--- src/rtl/seg_pkg.sv ---
// Shared constants for the seven-segment scan mux: slot indices and
// active-low segment patterns {a,b,c,d,e,f,g}.
package seg_pkg;

  typedef enum logic [1:0] {
    SLOT_S1  = 2'd0,
    SLOT_S2  = 2'd1,
    SLOT_SC1 = 2'd2,
    SLOT_SC2 = 2'd3
  } slot_t;

  localparam logic [6:0] SEG_0     = 7'b0000001;
  localparam logic [6:0] SEG_1     = 7'b1001111;
  localparam logic [6:0] SEG_2     = 7'b0010010;
  localparam logic [6:0] SEG_3     = 7'b0000110;
  localparam logic [6:0] SEG_4     = 7'b1001100;
  localparam logic [6:0] SEG_5     = 7'b0100100;
  localparam logic [6:0] SEG_6     = 7'b0100000;
  localparam logic [6:0] SEG_7     = 7'b0001111;
  localparam logic [6:0] SEG_8     = 7'b0000000;
  localparam logic [6:0] SEG_9     = 7'b0000100;
  localparam logic [6:0] SEG_DASH  = 7'b1111110;
  localparam logic [6:0] SEG_BLANK = 7'b1111111;

  localparam logic [3:0] AN_OFF = 4'b1111;

  // Active-low one-hot digit enable for a slot; an[0] is the rightmost digit.
  function automatic logic [3:0] an_for(slot_t s);
    return ~(4'b0001 << s);
  endfunction

endpackage

--- src/rtl/bcd_to_seg.sv ---
// BCD digit to active-low seven-segment pattern; 10-15 show a dash.
module bcd_to_seg
  import seg_pkg::*;
(
  input  logic [3:0] bcd,
  output logic [6:0] seg
);

  always_comb begin
    seg = SEG_DASH;
    case (bcd)
      4'd0:    seg = SEG_0;
      4'd1:    seg = SEG_1;
      4'd2:    seg = SEG_2;
      4'd3:    seg = SEG_3;
      4'd4:    seg = SEG_4;
      4'd5:    seg = SEG_5;
      4'd6:    seg = SEG_6;
      4'd7:    seg = SEG_7;
      4'd8:    seg = SEG_8;
      4'd9:    seg = SEG_9;
      default: seg = SEG_DASH;
    endcase
  end

endmodule

--- src/rtl/seg_display_mux.sv ---
// Four-digit multiplexed display for countdown time and score, with
// frame-aligned input snapshots. Define SEG_BLINK_EN to blink 00 at time-up.
module seg_display_mux
  import seg_pkg::*;
#(
  parameter int REFRESH_DIV  = 100000,
  parameter int BLINK_FRAMES = 125
) (
  input  logic       clk,
  input  logic       reset,
  input  logic [3:0] s1,
  input  logic [2:0] s2,
  input  logic [3:0] sc1,
  input  logic [3:0] sc2,
  output logic [3:0] an,
  output logic [6:0] seg,
  output logic       dp,
  output logic       time_up
);

  localparam int CW = (REFRESH_DIV > 1) ? $clog2(REFRESH_DIV) : 1;

  logic [CW-1:0] refresh_cnt;
  slot_t         idx;
  logic [3:0]    sh_s1;
  logic [2:0]    sh_s2;
  logic [3:0]    sh_sc1;
  logic [3:0]    sh_sc2;
  logic [3:0]    digit;
  logic [6:0]    dec_seg;
  logic          cnt_wrap;
  logic          frame_end;
  logic          time_zero;
  logic          blank;

  assign cnt_wrap  = (refresh_cnt == CW'(REFRESH_DIV - 1));
  assign frame_end = cnt_wrap && (idx == SLOT_SC2);
  assign time_zero = (sh_s1 == 4'd0) && (sh_s2 == 3'd0);

  always_comb begin
    digit = sh_s1;
    case (idx)
      SLOT_S1:  digit = sh_s1;
      SLOT_S2:  digit = {1'b0, sh_s2};
      SLOT_SC1: digit = sh_sc1;
      SLOT_SC2: digit = sh_sc2;
      default:  digit = sh_s1;
    endcase
  end

  bcd_to_seg u_dec (
    .bcd (digit),
    .seg (dec_seg)
  );

`ifdef SEG_BLINK_EN
  localparam int FW = (BLINK_FRAMES > 1) ? $clog2(BLINK_FRAMES) : 1;

  logic [FW-1:0] frame_cnt;
  logic          phase;

  // Phase 0 is the dark half, so a fresh time-up starts with the digits off.
  always_ff @(posedge clk or posedge reset) begin
    if (reset) begin
      frame_cnt <= '0;
      phase     <= 1'b0;
    end else if (!time_zero) begin
      frame_cnt <= '0;
      phase     <= 1'b0;
    end else if (frame_end) begin
      if (frame_cnt == FW'(BLINK_FRAMES - 1)) begin
        frame_cnt <= '0;
        phase     <= ~phase;
      end else begin
        frame_cnt <= frame_cnt + FW'(1);
      end
    end
  end

  assign blank = ((idx == SLOT_SC2) && (sh_sc2 == 4'd0)) ||
                 (time_zero && !phase && ((idx == SLOT_S1) || (idx == SLOT_S2)));
`else
  assign blank = (idx == SLOT_SC2) && (sh_sc2 == 4'd0);
`endif

  always_ff @(posedge clk or posedge reset) begin
    if (reset) begin
      refresh_cnt <= '0;
      idx         <= SLOT_S1;
      sh_s1       <= 4'd9;
      sh_s2       <= 3'd5;
      sh_sc1      <= 4'd0;
      sh_sc2      <= 4'd0;
      an          <= AN_OFF;
      seg         <= SEG_BLANK;
      dp          <= 1'b1;
      time_up     <= 1'b0;
    end else begin
      refresh_cnt <= cnt_wrap ? '0 : refresh_cnt + CW'(1);
      if (cnt_wrap) idx <= slot_t'(idx + 2'd1);
      // Inputs only enter at the 3->0 wrap so a frame never mixes old and new values.
      if (frame_end) begin
        sh_s1  <= s1;
        sh_s2  <= s2;
        sh_sc1 <= sc1;
        sh_sc2 <= sc2;
      end
      an      <= blank ? AN_OFF : an_for(idx);
      seg     <= blank ? SEG_BLANK : dec_seg;
      dp      <= ~(idx == SLOT_SC1);
      time_up <= time_zero;
    end
  end

endmodule

--- config.mk ---
export PLATFORM = sky130hd
export DESIGN_NAME = seg_display_mux
export DESIGN_NICKNAME = d
export VERILOG_FILES = /design/src/rtl/seg_pkg.sv /design/src/rtl/bcd_to_seg.sv /design/src/rtl/seg_display_mux.sv
export SDC_FILE = /design/constraint.sdc
export NUM_CORES = 1
export LEC_CHECK = 0
export BUFFER_PORTS_ARGS = -buffer_cell sky130_fd_sc_hd__buf_2
export CORE_UTILIZATION = 54
export CTS_BUF_LIST = sky130_fd_sc_hd__clkbuf_4 sky130_fd_sc_hd__clkbuf_8
export CTS_CLUSTER_DIAMETER = 120
export DETAILED_ROUTE_END_ITERATION = 6
export PLACE_DENSITY = 0.75
export SETUP_SLACK_MARGIN = 0.5
export SLEW_MARGIN = 25
export SYNTH_ARGS = -nofsm -noshare
export SYNTH_HDL_FRONTEND = slang
export SYNTH_SLANG_ARGS = --single-unit
--- constraint.sdc ---
create_clock -name clk -period 2.5 [get_ports clk]
set_input_delay 0.125 -clock clk [delete_from_list [all_inputs] [get_ports clk]]
set_output_delay 0.125 -clock clk [all_outputs]
set_load 0.03 [all_outputs]
### Word-level counts from Yosys, hierarchy flattened

Memory sizes are Yosys's and may differ from the RTL's.
Index checks and enable logic that the tools add are counted.

| storage, ports and cells | value |
|---|---|
| flip-flop bits (word level) | 47 |
| ROM bits | 112 |
| bits of input ports | 17 |
| output and inout bits | 13 |
| memories | 1 |

| cells by class | value |
|---|---|
| $add $sub $neg | 2 |
| equality and inequality tests | 4 |
| shift operators | 1 |
| muxes and demuxes | 4 |
| bitwise operators | 2 |
| reductions and logical operators | 7 |

Memories:

| memory | depth | bits a word | rd ports | clocked after Yosys merged registers in | write ports | line | RTL |
|---|---|---|---|---|---|---|---|
| (no name shown) | 16 | 7 | 1 | 0 | 0 | bcd_to_seg.sv:11 | `case (bcd)` |

Operators with widths:

| kind | number |
|---|---|
| adder 17 x 1 -> 17 bit (second input constant) | 1 |
| == test 17 bit (second input constant) | 1 |
| two-way mux 17 bit | 1 |
| case mux 4 bit (4 select lines) | 1 |
| zero test 4 bit | 2 |
| two-way mux 7 bit | 1 |
| == test 2 bit (second input constant) | 2 |
| two-way mux 4 bit | 1 |
| NOT 4 bit | 1 |
| << shifter 1 x 2 -> 4 bit (first input constant) | 1 |
| logical AND 1 bit | 3 |
| zero test 3 bit | 1 |
| adder 2 x 1 -> 2 bit (second input constant) | 1 |
| == test 2 x 1 -> 1 bit (second input constant) | 1 |
| zero test 2 bit | 1 |
| NOT 1 bit | 1 |

### Logic depth before layout (Yosys ltp)

An unclocked memory read counts as a cell.

| logic depth | value |
|---|---|
| depth after elaboration | 4 |
| mapped depth | 10 |
| depth with buffers taken out | 10 |

### Modules after synthesis

A second synthesis with hierarchy kept.

| unflattened totals | value |
|---|---|
| cell total of the unflattened synthesis | 193 |
| area total of the unflattened synthesis | 2317.2 µm² |

Modules (own cells, without submodules):

| module | instances | cells an instance | area each (µm²) |
|---|---|---|---|
| seg_display_mux | 1 | 162 | 2087.0 |
| bcd_to_seg | 1 | 31 | 230.2 |

### Worst setup path before layout

No wires, ideal clock.

| timing | value |
|---|---|
| path type | reg-to-reg |
| start point | register idx[0] |
| end point | register seg[2] |
| data arrival time | 2.099 ns |
| required time | 2.388 ns |
| path slack | 0.289 ns |
| stages on the path, launching flop included | 10 |
| cells stage by stage | dfrtp_1 inv_1 ha_1 a222oi_1 mux2i_1 inv_1 ha_1 mux2i_1 a2111oi_0 a41oi_1 |

| between the ends | value |
|---|---|
| longest elaborated chain between the ends | 4 |
| elaborated cells between the ends (all ways) | 8 |
| classes of those cells | eq/ne (3); mux (2); reduce/logical (2); memory (1) |

Ends and longest elaborated chain:

| element | line | RTL |
|---|---|---|
| start: declaration | seg_display_mux.sv:24 | `slot_t idx;` |
| start signal: assignment | seg_display_mux.sv:100 | `if (cnt_wrap) idx <= slot_t'(idx + 2'd1);` |
| == test 2 bit (tied with other cells) | seg_display_mux.sv:42, seg_display_mux.sv:83 |  |
| case mux 4 bit (4 select lines) | seg_display_mux.sv:42 | `case (idx)` |
| memory read (16 x 7 bit) | -- |  |
| two-way mux 7 bit * | seg_display_mux.sv:109 | `seg <= blank ? SEG_BLANK : dec_seg;` |
| end signal: assignment | seg_display_mux.sv:109 |  |
| end: declaration | seg_display_mux.sv:16 | `output logic [6:0] seg,` |

Mark *: on every way between the ends. The rest lies on a longest branch, timed or not.
A chain may end at the register's enable or synchronous reset.

### Worst setup path in the final report

| timing | value |
|---|---|
| start point | register idx[0] |
| end point | register seg[1] |

The elaborated chain is that of the path after synthesis.

==> reports/qor.csv <==
metric,value,unit
status,completed,
Post-synth EDFFs,0,
Worst path depth,11,
Power Density,500,nW/um^2
Area Overhead vs Synth,30.0,%
DP Worst Slack,132,ps
CP Data Required Time,2710,ps
chip height,66.9,um
kind of end point of the critical path,flop,
leak pwr,1.32,nW
sequential fraction of the synthesis area,0.515,
yosys warns,0,
Ant. Diodes,0,
die area,4470,um^2
row count,23,
router iterations before antenna repair,4,
period utilization,0.876,
Tmin final,2190,ps
"slowest stage delay, CP",430,ps
cells after synthesis,189,
DPL Wire Length,3000,um
peak supply drop,0.381,mV
Tot GR Track Use,0.235,
CP arrival,2400,ps
RSZ-0062 raised after global routing,true,
ANT nets after route,0,
Slowest cell on crit path,dfrtp_2,
Yosys cell types,43,
Mapped Area,2270,um^2
Setup crit end,seg[1],
CTS sink count,46,
setup_tns,0,ps
# port buffers,29,
Clock Pin Slew Worst Setup and Hold Paths,80,ps
FF-to-FF Start,idx[0],
CP bufs+invs,4,
Via-to-Cell Ratio,5.50,
global-route wire length before repair,7550,um
H-tree Lvls,2,
Num CTS Buffers,5,
Syn Area/Cell,12.0,um^2
I/O Pins,30,
Final Max Slew Viols,0,
Skew-Pair Late Insertion Delay,300,ps
Crit path max-delay family,compound AO/OA/AOI/OAI gates,
drt drc,0,
TritonCTS clock tree,yes,
Worst Path Max Fanout,4,
hold crit path type,in -> reg,
Worst-Margin Slew,639,ps
Register Area,1170,um^2
Critical Path Start Type,flop,
Synth Register Bits,46,
Worst Hold Slack,53.1,ps
gr ovfl total,0,
Max Root-Sink Buffers,2,
hold_sp,s2[2],
R2R setup slack,310,ps
FILL cells,294,
worst reg2reg path depth,11,
fin nets,278,
Max Clk Rate,0.456,GHz
Critical path origin,idx[0],
root buf cell,clkbuf_8,
layout cell share with drive strength beyond 1,0.486,
core area,4030,um^2
Async SR Flop Fraction,1.00,
Starting DRT DRC Count,137,
clock skew,4.66,ps
Crit Path Class,reg -> reg,
drt total wl,5020,um
vias after detailed routing,1657,
endpoints failing setup,0,
Max Cap Viol,0,
vias in the first global route,1639,
Fin. Hold Viols,0,
WL/cell,16.7,um
final worst slack,309,ps
net count after synthesis,217,
Initial Util,0.564,
largest net degree at the start of global routing,33,
CP cell instances,inv_4 > ha_4 > a222oi_1 > buf_4 > mux2i_4 > inv_2 > ha_4 > buf_4 > mux2i_1 > o21ai_1 > a31oi_1,
die width,66.9,um
Slew HR,0.573,
multi-input gate area in the final layout,1170,um^2
RD Place Congestion,0.815,
number of antenna violations at the first check in global routing,0,
ys flop type,dfrtp_1,
capture point of the worst reg-to-reg path,seg[1],
-- report_power, final --
part	leakage, nW	internal [mW]	switching, mW
sequential	0.547	0.775	0.0149
combinational	0.713	0.0590	0.0727
clock	0.0548	0.309	0.245
-- sequential cells by signal, summed over array words and instances, names as in the netlist --
name	count
an	4
sh_sc1	4
refresh_cnt	17
seg	7
idx	2
time_up	1
sh_s1	4
sh_sc2	4
sh_s2	3
-- Yosys cell counts, drive strengths merged (3+ instances only) --
| library cell | count | area, um^2 |
|---|---|---|
| a31oi | 4 | 25.0 |
| nor4 | 5 | 46.3 |
| xnor2 | 12 | 105 |
| nand2 | 10 | 40.0 |
| nand3 | 6 | 30.0 |
| mux2i | 7 | 70.1 |
| nand2b | 3 | 18.8 |
| nor2 | 11 | 41.3 |
| o21ai | 6 | 30.0 |
| buf | 3 | 23.8 |
| a21oi | 3 | 15.0 |
| nand4 | 6 | 37.5 |
| inv | 12 | 45.0 |
| nor3 | 3 | 15.0 |
| dfstp | 15 | 394 |
| mux2 | 17 | 229 |
| ha | 11 | 138 |
| dfrtp | 31 | 776 |
-- stage by stage --
stage | cells | utilization | area [um^2] | power [mW]
finish | 301 | 0.733 | 2950 | 1.48
global route | 301 | 0.733 | 2950 | 1.54
CTS | 293 | 0.694 | 2800 | 1.48
detailed placement | 268 | 0.622 | 2510 | 0.914
global placement | 268 | 0.622 | 2510 | 0.912
floorplan | 189 | - | 2310 | 0.875
-- per-layer routing --
metal  GRT usage  routed length, um  up-vias
met5           0                  0        -
li1            -                  -      792
met2       0.413               2690       39
met4      0.0665                 94        0
met1       0.281               2050      817
met3      0.0582                186        9
-- cell usage in the layout (no fill, tap or decap), types with 4 or more instances in the layout --
cell type,n
a31oi_1,4
dfrtp_1,29
buf_6,4
buf_2,29
clkbuf_8,5
ha_4,6
dfstp_2,15
mux2i_1,5
mux2_2,6
mux2_4,11
nor2_1,11
nand4_1,6
inv_1,7
buf_4,23
nand3_1,6
nand2_1,9
xnor2_1,12
-- layout make-up --
cell class / count / area share
tap: 50 / 0.0212
timing repair buffer: 57 / 0.126
multi-input combinational: 127 / 0.398
clock inverter: 2 / 0.0127
inverter: 13 / 0.0191
sequential: 46 / 0.397
clock buffer: 6 / 0.0258
-- worst min-delay path by stage --
stage                                end  slack [ps]  depth (start not counted)
after floorplan                 sh_s1[3]         270                          1
after global placement    refresh_cnt[0]         280                          2
after detailed placement  refresh_cnt[1]         290                          2
after CTS                      sh_sc2[3]          50                          2
after global routing            sh_s1[3]          40                          2
final                           sh_s2[2]          50                          2
-- repair_timing --
item / 4_1_cts / 5_1_grt
hold buffers: 1 / 0
hold endpoints to repair: 18 / 0
setup endpoints to repair: 22 / 23
cloned: 1 / 0
buffers inserted: 15 / 8
gates resized for setup: 12 / 22
pin swaps: 8 / 7
-- logic make-up (layout without fill, tap and decap cells) --
family                   Yosys count  count (layout)  share of synthesized area
AO/OA/AOI/OAI                     22              22                     0.0644
XOR/XNOR                          14              14                     0.0540
adder cells (fa/ha/maj)           11              11                     0.0606
buffers and inverters             17              78                     0.0336
flip-flops                        46              46                      0.515
multiplexers                      24              24                      0.132
AND/OR/NAND/NOR                   55              56                      0.141
No activity file was read; power rests on OpenSTA's default activity.
